--- src/rtl/riscv_pkg.sv ---
// Shared RV32I decode definitions: opcodes, ALU operation codes, immediate
// formats, the decode-stage output bundle and small decode helpers.
package riscv_pkg;

    localparam logic [6:0] OPC_OP     = 7'b0110011;
    localparam logic [6:0] OPC_OP_IMM = 7'b0010011;
    localparam logic [6:0] OPC_LOAD   = 7'b0000011;
    localparam logic [6:0] OPC_STORE  = 7'b0100011;
    localparam logic [6:0] OPC_BRANCH = 7'b1100011;
    localparam logic [6:0] OPC_LUI    = 7'b0110111;
    localparam logic [6:0] OPC_AUIPC  = 7'b0010111;
    localparam logic [6:0] OPC_JAL    = 7'b1101111;
    localparam logic [6:0] OPC_JALR   = 7'b1100111;

    localparam logic [3:0] ALU_ADD = 4'b0000;
    localparam logic [3:0] ALU_SUB = 4'b1000;

    typedef enum logic [2:0] {
        IMM_NONE = 3'd0,
        IMM_I    = 3'd1,
        IMM_S    = 3'd2,
        IMM_B    = 3'd3,
        IMM_U    = 3'd4,
        IMM_J    = 3'd5
    } imm_fmt_e;

    // Everything the decode stage hands to execute, registered as one unit.
    typedef struct packed {
        logic [31:0] pc;
        logic [31:0] rs1_val;
        logic [31:0] rs2_val;
        logic [31:0] imm;
        logic [4:0]  rd;
        logic [3:0]  alu_op;
        logic        regwrite;
        logic        memread;
        logic        memwrite;
        logic        branch;
        logic        jump;
        logic        illegal;
    } dec_out_t;

    localparam dec_out_t DEC_OUT_ZERO = '{
        pc:       32'h0,
        rs1_val:  32'h0,
        rs2_val:  32'h0,
        imm:      32'h0,
        rd:       5'd0,
        alu_op:   4'b0000,
        regwrite: 1'b0,
        memread:  1'b0,
        memwrite: 1'b0,
        branch:   1'b0,
        jump:     1'b0,
        illegal:  1'b0
    };

    // Immediate layout selected by the major opcode; OP and unknown opcodes carry none.
    function automatic imm_fmt_e imm_fmt_of(input logic [6:0] opcode);
        imm_fmt_e fmt;
        case (opcode)
            OPC_OP_IMM, OPC_LOAD, OPC_JALR: fmt = IMM_I;
            OPC_STORE:                      fmt = IMM_S;
            OPC_BRANCH:                     fmt = IMM_B;
            OPC_LUI, OPC_AUIPC:             fmt = IMM_U;
            OPC_JAL:                        fmt = IMM_J;
            default:                        fmt = IMM_NONE;
        endcase
        return fmt;
    endfunction

    // Register operand with x0 hardwired to zero and writeback forwarding.
    function automatic logic [31:0] bypass_val(
        input logic [4:0]  num,
        input logic [31:0] rf_data,
        input logic        wb_we,
        input logic [4:0]  wb_rd,
        input logic [31:0] wb_data
    );
        logic [31:0] val;
        if (num == 5'd0) begin
            val = 32'h0;
        end else if (wb_we && (wb_rd == num)) begin
            val = wb_data;
        end else begin
            val = rf_data;
        end
        return val;
    endfunction

endpackage

--- src/rtl/imm_gen.sv ---
// Combinational immediate generator: extracts and sign-extends the immediate
// field of an RV32I instruction according to its opcode.
module imm_gen
    import riscv_pkg::*;
(
    input  logic [31:0] instr,
    output logic [31:0] imm
);

    imm_fmt_e fmt_s;

    assign fmt_s = imm_fmt_of(instr[6:0]);

    // Assemble the immediate for the decoded format, sign-extended from bit 31
    always_comb begin
        imm = 32'h0;
        case (fmt_s)
            IMM_I:   imm = {{20{instr[31]}}, instr[31:20]};
            IMM_S:   imm = {{20{instr[31]}}, instr[31:25], instr[11:7]};
            IMM_B:   imm = {{19{instr[31]}}, instr[31], instr[7], instr[30:25], instr[11:8], 1'b0};
            IMM_U:   imm = {instr[31:12], 12'h000};
            IMM_J:   imm = {{11{instr[31]}}, instr[31], instr[19:12], instr[20], instr[30:21], 1'b0};
            default: imm = 32'h0;
        endcase
    end

endmodule

--- src/rtl/decode_stage.sv ---
// RV32I decode stage: register-operand fetch with writeback bypass, control
// decode, load-use interlock, and a single registered output slot with
// valid/ready handshakes on both sides.
module decode_stage
    import riscv_pkg::*;
#(
    parameter int XLEN = 32
) (
    input  logic            clock,
    input  logic            reset,
    input  logic            in_valid,
    output logic            in_ready,
    input  logic [31:0]     in_instr,
    input  logic [XLEN-1:0] in_pc,
    output logic [4:0]      rs1_num,
    output logic [4:0]      rs2_num,
    input  logic [XLEN-1:0] rs1_data,
    input  logic [XLEN-1:0] rs2_data,
    input  logic            wb_regwrite,
    input  logic [4:0]      wb_rd,
    input  logic [XLEN-1:0] wb_data,
    input  logic            flush,
    output logic            out_valid,
    input  logic            out_ready,
    output logic [XLEN-1:0] out_pc,
    output logic [XLEN-1:0] out_rs1_val,
    output logic [XLEN-1:0] out_rs2_val,
    output logic [XLEN-1:0] out_imm,
    output logic [4:0]      out_rd,
    output logic [3:0]      out_alu_op,
    output logic            out_regwrite,
    output logic            out_memread,
    output logic            out_memwrite,
    output logic            out_branch,
    output logic            out_jump,
    output logic            out_illegal
);

    logic [6:0]  opcode_s;
    logic [2:0]  funct3_s;
    logic [31:0] imm_s;
    logic        wr_en_s;
    logic        uses_rs2_s;
    logic        stall_s;
    logic        in_xfer_s;
    dec_out_t    dec_s;
    dec_out_t    dout_r;
    logic        out_valid_r;

    assign opcode_s = in_instr[6:0];
    assign funct3_s = in_instr[14:12];
    assign rs1_num  = in_instr[19:15];
    assign rs2_num  = in_instr[24:20];

    imm_gen u_imm_gen (
        .instr (in_instr),
        .imm   (imm_s)
    );

    // rs2 only matters for the load-use check when the instruction reads it as a register
    assign uses_rs2_s = (opcode_s == OPC_OP) || (opcode_s == OPC_STORE) || (opcode_s == OPC_BRANCH);

    // A load in the output slot whose result is needed now forces one bubble
    assign stall_s = out_valid_r && dout_r.memread && (dout_r.rd != 5'd0) &&
                     ((dout_r.rd == rs1_num) || ((dout_r.rd == rs2_num) && uses_rs2_s));

    assign in_ready  = (!out_valid_r || out_ready) && !stall_s && !flush;
    assign in_xfer_s = in_valid && in_ready;

    // Decode the incoming instruction into the next output bundle
    always_comb begin
        dec_s         = DEC_OUT_ZERO;
        wr_en_s       = 1'b0;
        dec_s.pc      = in_pc;
        dec_s.rs1_val = bypass_val(rs1_num, rs1_data, wb_regwrite, wb_rd, wb_data);
        dec_s.rs2_val = bypass_val(rs2_num, rs2_data, wb_regwrite, wb_rd, wb_data);
        dec_s.imm     = imm_s;
        dec_s.rd      = in_instr[11:7];
        dec_s.alu_op  = ALU_ADD;
        case (opcode_s)
            OPC_OP: begin
                dec_s.alu_op = {in_instr[30], funct3_s};
                wr_en_s      = 1'b1;
            end
            OPC_OP_IMM: begin
                // Only the shift-right pair uses funct7[5] to pick arithmetic vs logical
                dec_s.alu_op = {((funct3_s == 3'b101) ? in_instr[30] : 1'b0), funct3_s};
                wr_en_s      = 1'b1;
            end
            OPC_LOAD: begin
                dec_s.memread = 1'b1;
                wr_en_s       = 1'b1;
            end
            OPC_STORE: begin
                dec_s.memwrite = 1'b1;
            end
            OPC_BRANCH: begin
                dec_s.alu_op = ALU_SUB;
                dec_s.branch = 1'b1;
            end
            OPC_LUI, OPC_AUIPC: begin
                wr_en_s = 1'b1;
            end
            OPC_JAL, OPC_JALR: begin
                dec_s.jump = 1'b1;
                wr_en_s    = 1'b1;
            end
            default: begin
                dec_s.illegal = 1'b1;
            end
        endcase
        // Writes to x0 are dropped here so later stages never see them
        dec_s.regwrite = wr_en_s && (in_instr[11:7] != 5'd0);
    end

    // Output slot: flush wins, then capture, then drain, otherwise hold
    always_ff @(posedge clock or posedge reset) begin
        if (reset) begin
            out_valid_r <= 1'b0;
            dout_r      <= DEC_OUT_ZERO;
        end else if (flush) begin
            out_valid_r <= 1'b0;
        end else if (in_xfer_s) begin
            out_valid_r <= 1'b1;
            dout_r      <= dec_s;
        end else if (out_valid_r && out_ready) begin
            out_valid_r <= 1'b0;
        end else begin
            out_valid_r <= out_valid_r;
        end
    end

    assign out_valid    = out_valid_r;
    assign out_pc       = dout_r.pc;
    assign out_rs1_val  = dout_r.rs1_val;
    assign out_rs2_val  = dout_r.rs2_val;
    assign out_imm      = dout_r.imm;
    assign out_rd       = dout_r.rd;
    assign out_alu_op   = dout_r.alu_op;
    assign out_regwrite = dout_r.regwrite;
    assign out_memread  = dout_r.memread;
    assign out_memwrite = dout_r.memwrite;
    assign out_branch   = dout_r.branch;
    assign out_jump     = dout_r.jump;
    assign out_illegal  = dout_r.illegal;

endmodule

--- config.mk ---
export PLATFORM = sky130hd
export DESIGN_NAME = decode_stage
export DESIGN_NICKNAME = d
export VERILOG_FILES = /design/src/rtl/riscv_pkg.sv /design/src/rtl/imm_gen.sv /design/src/rtl/decode_stage.sv
export SDC_FILE = /design/constraint.sdc
export NUM_CORES = 1
export LEC_CHECK = 0
export ABC_AREA = 1
export BUFFER_PORTS_ARGS = -buffer_cell sky130_fd_sc_hd__buf_4
export CORE_MARGIN = 10
export CORE_UTILIZATION = 46
export DETAILED_ROUTE_END_ITERATION = 10
export PLACE_DENSITY = 0.76
export SYNTH_ARGS = -nofsm -noshare
export SYNTH_HDL_FRONTEND = slang
export SYNTH_SLANG_ARGS = --single-unit
--- constraint.sdc ---
create_clock -name clock -period 5.09 [get_ports clock]
set_clock_uncertainty 0.15 [all_clocks]
set_input_delay 0 -clock clock [delete_from_list [all_inputs] [get_ports clock]]
set_output_delay 0 -clock clock [all_outputs]
set_load 0.05 [all_outputs]
==> run summary, run 1 <==
WP data arrival -> 3.62 ns
r2r worst-path depth -> 8
DR vias -> 10.1k
number of global-route vias before repair -> 10.2k
power per cell area -> 319 mW/mm^2
CP top delay family -> simple AND/OR/NAND/NOR gates
Starting Density -> 0.471
post-synth net total -> 1386
core footprint -> 0.0174 sq mm
Lkg Pwr -> 7.56 nW
worst hold slack -> 0.0233 ns
clock slew at reported path FFs -> 0.06 ns
final-report hold violation count -> 0
NumNets Final -> 1809
crit path from -> out_rd[0]
Clock Path Buffers -> 2
largest net degree at the start of global routing -> 92
Post-route DRC -> 0
final core occ -> 0.739
CTS tree -> done
max_slew headroom -> 0.335
Rows -> 48
Yosys warnings -> 0
f_max -> 0.293 GHz
setup_tns -> 0 ns
DP HPWL -> 21600 um
Max Slew Vio Count -> 0
crit start category -> flop
worst vdd ir -> 0.000253 V
first-pass GRT wire length -> 54800 um
post-synthesis sequential area ratio -> 0.439
CP peak stage delay -> 0.88 ns
# IOs -> 326
Yosys reg bits -> 144
port bufs -> 325
antenna violations before repair -> 7
Critical R2R Capture -> out_valid
Final Non-Filler Cells -> 1884
Post-Route WL -> 35200 um
Distinct cells, synth -> 24
Post-CTS Resized -> 0
final setup fails -> 0
slowest CP cell -> nand3_4
Placer Congestion -> 0.923
dpl cells -> 1683
R2R Setup Slk -> 1.68 ns
Crit. End Element -> flop
Routed Antenna Nets -> 0
clk root buf -> clkbuf_16
min-delay src -> in_valid
via/cell ratio -> 5.38
Req. time, crit path -> 5.30 ns
outcome -> completed
RR Startpoint -> out_rd[0]
Hold Crit Depth -> 3
crit path buf inv count -> 2
layout cells sized above 1 -> 0.227
pre-CTS setup slack -> 1.79 ns
Tmin final -> 3.41 ns
Hold WC Path Type -> input port to flop
Iteration-0 DRC Markers -> 940
Hold EP -> out_rs2_val[3]
number of max-cap violations -> 0
total grt overflow -> 0
area grow syn2layout -> 56.7%
Die Y -> 154 um
Syn Inst Count -> 1215
Syn Area/Cell -> 6.76 sq um
GRT Total Usage -> 0.283
Crit Path Category -> flop to flop
Final period util -> 0.670
routed length per instance -> 18.7 um
die width -> 154 um
fin worst setup slack -> 1.68 ns
Inserted Clock Buffers -> 17
H-tree Lvls -> 4
Worst Tran Pin Value -> 0.997 ns
Pre-Repair DR Iteration Count -> 6
clk_lat worst skew -> 0.42 ns
crit path max fanout -> 74
Die Area -> 0.0236 sq mm
crit path cell chain -> nor2_1 -> nand3_1 -> o211ai_1 -> inv_1 -> nand2_4 -> nand3_4 -> o21ai_0 -> dlygate4sd3_1
RSZ-0062 raised after global routing -> no
synthesized cell area -> 0.00821 sq mm
clock sink count -> 144
## synthesized netlist by cell type (all sizes together)
library cell,count,area [sq um]
nand2,513,1930
dfrtp,144,3600
xor2,5,43.8
xnor2,3,26.3
o211ai,1,7.51
a21oi,1,8.76
nand3,27,148
nand3b,2,15.0
nand4,144,901
nor4,1,6.26
clkbuf,42,158
buf,50,280
inv,105,394
o21ai,7,35.0
nor2,163,619
nor3,7,35.0
## power breakdown
part	internal, W	switching [W]	total (W)
clock	0.000835	0.000496	0.00133
sequential	0.00128	0.0000971	0.00138
combinational	0.000465	0.000924	0.00139
total	0.00258	0.00152	0.00410
## through the flow
| step | cell area [sq um] | total power, W |
|---|---|---|
| after detailed placement | 10600 | 0.00265 |
| after CTS | 12800 | 0.00408 |
| after global placement | 10600 | 0.00263 |
| after global routing | 12900 | 0.00424 |
| after floorplan | 8210 | 0.00217 |
| final | 12900 | 0.00410 |
## registers in the layout (all words and copies together), names as in the netlist
signal / flops
out_pc: 32
out_branch: 1
out_jump: 1
out_memread: 1
out_rs2_val: 32
out_valid: 1
out_illegal: 1
out_regwrite: 1
out_memwrite: 1
out_rd: 5
out_imm: 32
out_rs1_val: 32
out_alu_op: 4
## what timing repair did
item | CTS | global route
hold buffers | 161 | 0
buffers inserted | 0 | 0
hold endpoints to repair | 226 | 0
## worst max-delay path by stage
stage / to / slack [ns] / cells after the start
finish: out_valid / 1.68 / 8
global route: out_valid / 1.44 / 8
CTS: out_valid / 1.69 / 8
detailed placement: out_rs1_val[6] / 1.79 / 9
global placement: out_rs2_val[3] / 1.84 / 9
floorplan: out_alu_op[0] / 1.07 / 1
## cells in the final DEF, fill, tap and decap left out
cell / n
nand2_1: 512
buf_4: 334
nor2_1: 162
dlygate4sd3_1: 161
nand4_1: 144
dfrtp_1: 144
inv_1: 102
nand3_1: 24
clkbuf_16: 17
diode_2: 9
nor3_1: 7
o21ai_0: 6
xor2_1: 5
clkbuf_8: 5
xnor2_1: 3
clkinvlp_4: 3
bufinv_16: 3
inv_2: 2
nand3b_1: 2
nand3_2: 2
inv_6: 2
nor2_4: 1
o21ai_1: 1
o211ai_1: 1
nand2_4: 1
a21oi_4: 1
nand3_4: 1
nor4_1: 1
clkbuf_1: 1
clkinv_2: 1
buf_12: 1
## layer usage
layer	track usage	part of all wire
met1	0.323	0.37
met5	0	0
met2	0.462	0.47
met3	0.0728	0.091
met4	0.181	0.065
## kinds of logic after synthesis
| kind of cell | count (synthesis) | share of synthesized area |
|---|---|---|
| and+or+nand+nor | 857 | 0.445 |
| buffers and inverters | 197 | 0.101 |
| DFF | 144 | 0.439 |
| AOI/OAI and AO/OA | 9 | 0.00625 |
| xor gates and xnor gates | 8 | 0.00854 |
## worst register-to-register path, delay by kind of cell, from the launching register on
kind                   cells  cell delay [ns]
AOI/OAI and AO/OA          2             0.44
buffers and inverters      2             0.67
DFF                        1             0.44
and+or+nand+nor            4             1.65
## area by class of cell
type | instances | area, sq um
multi-input combinational | 874 | 3800
antenna | 9 | 22.5
clock inverter | 8 | 126
fill | 1281 | 4550
sequential | 144 | 3600
timing repair buffer | 496 | 4140
clock buffer | 23 | 498
inverter | 105 | 399
tap | 225 | 282
Note: power is estimated with default switching activity, not from simulation.
==> inputs of run 2 (changes only) <==
clock period = 3.5 ns   (was 5.09 ns; I/O delays follow)
==> run 2 against run 1 <==
Worst hold slack gained 0.073 ns. First-iteration DRC count grew 15%. Critical path type is now input port to flop. Global-route usage grew 0.20 points. Non-clock buffer count grew 5. Final cell count grew 0.16%. Sequential share of layout area is essentially flat. Die area is the same. Final area is essentially flat. Largest power group unchanged. Clock-buffer cell count shrank 3.
==> run summary, run 2 (synthesis gave the netlist of run 1 again) <==
outcome -> completed
port bufs -> 325 (unchanged)
number of global-route vias before repair -> 10.1k (-0.82%)
die width -> 154 um (unchanged)
CP peak stage delay -> 0.68 ns (-0.20 ns)
Placer Congestion -> 0.953 (+3.2%)
Crit Path Category -> input port to flop
slowest CP cell -> nand3_2
Lkg Pwr -> 7.56 nW (about the same)
NumNets Final -> 1814 (+0.28%)
# IOs -> 326 (unchanged)
setup_tns -> 0 ns (unchanged)
total grt overflow -> 0 (unchanged)
Hold WC Path Type -> input port to flop
Die Area -> 0.0236 sq mm (unchanged)
final-report hold violation count -> 0 (unchanged)
Post-Route WL -> 35000 um (-0.42%)
DR vias -> 10.1k (-0.18%)
routed length per instance -> 18.5 um (-0.58%)
first-pass GRT wire length -> 55200 um (+0.73%)
final setup fails -> 0 (unchanged)
Die Y -> 154 um (unchanged)
WP data arrival -> 3.25 ns (-0.37 ns)
clock sink count -> 144 (unchanged)
DP HPWL -> 21400 um (-0.94%)
Rows -> 48 (unchanged)
Tmin final -> 3.04 ns
final core occ -> 0.739 (about the same)
commonest non-fill, non-tap cells in the layout -> 512 x nand2_1, 337 x buf_4, 162 x nor2_1, 162 x dlygate4sd3_1
worst vdd ir -> 0.000342 V (+35%)
area grow syn2layout -> 56.8% (about the same)
largest net degree at the start of global routing -> 80 (-13%)
crit path buf inv count -> 5 (+3)
Req. time, crit path -> 3.70 ns (-1.60 ns)
f_max -> 0.329 GHz
Final period util -> 0.869
Clock Path Buffers -> 2 (unchanged)
most common cell after layout, fill and taps aside -> nand2_1
Setup Fix Bufs, Post-CTS -> 0 (unchanged)
Worst Tran Pin Value -> 1.11 ns (+0.112 ns)
Starting Density -> 0.471 (unchanged)
crit path cell chain -> dlygate4sd3_1 -> buf_4 -> inv_1 -> nand2_1 -> o21ai_0 -> nor2_1 -> nand3_2 -> buf_4 -> nand2_1 -> nand2_1 -> nor2_1 -> dlygate4sd3_1 -> nand4_1 -> nand2_1
Max Slew Vio Count -> 0 (unchanged)
Crit. End Element -> flop
power per cell area -> 455 mW/mm^2 (+43%)
clk root buf -> clkbuf_16
Pre-Repair DR Iteration Count -> 8 (+2)
clk_lat worst skew -> 0.42 ns (about the same)
CP top delay family -> buffers and inverters
Top cell by count, worst path -> nand2_1
crit path max fanout -> 41 (-45%)
antenna violations before repair -> 5 (-2)
H-tree Lvls -> 4 (unchanged)
clock slew at reported path FFs -> 0.06 ns (about the same)
Iteration-0 DRC Markers -> 1079 (+15%)
CTS tree -> done
layout cells sized above 1 -> 0.228 (+0.00173)
number of max-cap violations -> 0 (unchanged)
crit start category -> input port
via/cell ratio -> 5.36 (-0.34%)
RSZ-0062 raised after global routing -> no
Inserted Clock Buffers -> 17 (unchanged)
Routed Antenna Nets -> 0 (unchanged)
max_slew headroom -> 0.259 (-0.0758)
R2R Setup Slk -> 0.72 ns (-0.96 ns)
Post-route DRC -> 0 (unchanged)
GRT Total Usage -> 0.285 (+0.00198)
core footprint -> 0.0174 sq mm (unchanged)
## run 2: changes by cell type in the layout (fill, tap and decap cells not counted), sizes merged
cell         previous run  this run
diode                   9         7
bufinv                  3         2
clkinvlp                3         5
clkinv                  1         2
inv                   106       107
clkbuf                 23        20
buf                   335       339
dlygate4sd3           161       162
## run 2: layout make-up
class	count	area [sq um]
inverters	105	398
well taps	225	282
fillers	1250	4540
repair buffers	501	4190
diodes	7	17.5
clock buffers	20	457
multi-input cells	874	3800
clock inverters	11	130
flip-flops and latches	144	3600
## run 2: repair_timing
item	in CTS	in global routing
hold buffers	162	0
hold endpoints to repair	178	0
resized for setup	0	0
## run 2: report_power, final
group | leakage [nW] | internal [W] | total (W) | switching, W
Combinational | 5.44 | 0.000680 | 0.00202 | 0.00134
Clock | 0.276 | 0.00109 | 0.00184 | 0.000751
Sequential | 1.85 | 0.00186 | 0.00200 | 0.000137
Total | 7.56 | 0.00363 | 0.00586 | 0.00222
## run 2: layer usage
layer,up-vias,part of all wire,GRT usage
li1,4684,-,-
met2,618,0.47,0.453
met3,152,0.089,0.0720
met5,-,0,0
met4,0,0.060,0.175
met1,4656,0.38,0.340
## run 2: stage by stage
stage / std cells / hold WS [ns] / total power (W) / area, sq um / worst slack, ns
2_1_floorplan: 1215 / -0.0427 / 0.00316 / 8210 / 1.16
3_3_place_gp: 1687 / 0.0626 / 0.00383 / 10600 / 0.918
3_5_place_dp: 1687 / 0.0696 / 0.00385 / 10600 / 0.843
4_1_cts: 1880 / 0.0856 / 0.00584 / 12900 / 0.552
5_1_grt: 1885 / 0.165 / 0.00609 / 12900 / 0.234
6_report: 1887 / 0.0959 / 0.00586 / 12900 / 0.458
## run 2: path summary, 6_finish.rpt
check                      depth (start not counted)              to          from
min in group asynchronous                          3     out_imm[29]         reset
max                                               14  out_rs2_val[6]  in_instr[20]
min reg2reg                                        2      out_pc[22]    out_pc[22]
max in group asynchronous                          4  out_rs1_val[4]         reset
min                                                7     out_memread   in_instr[1]
max reg2reg                                        8       out_valid     out_rd[0]
## run 2: tightest hold or removal path: cells and delay by family
kind	cells	cell delay (ns)
and+or+nand+nor	5	0.44
buffers and inverters	2	0.19
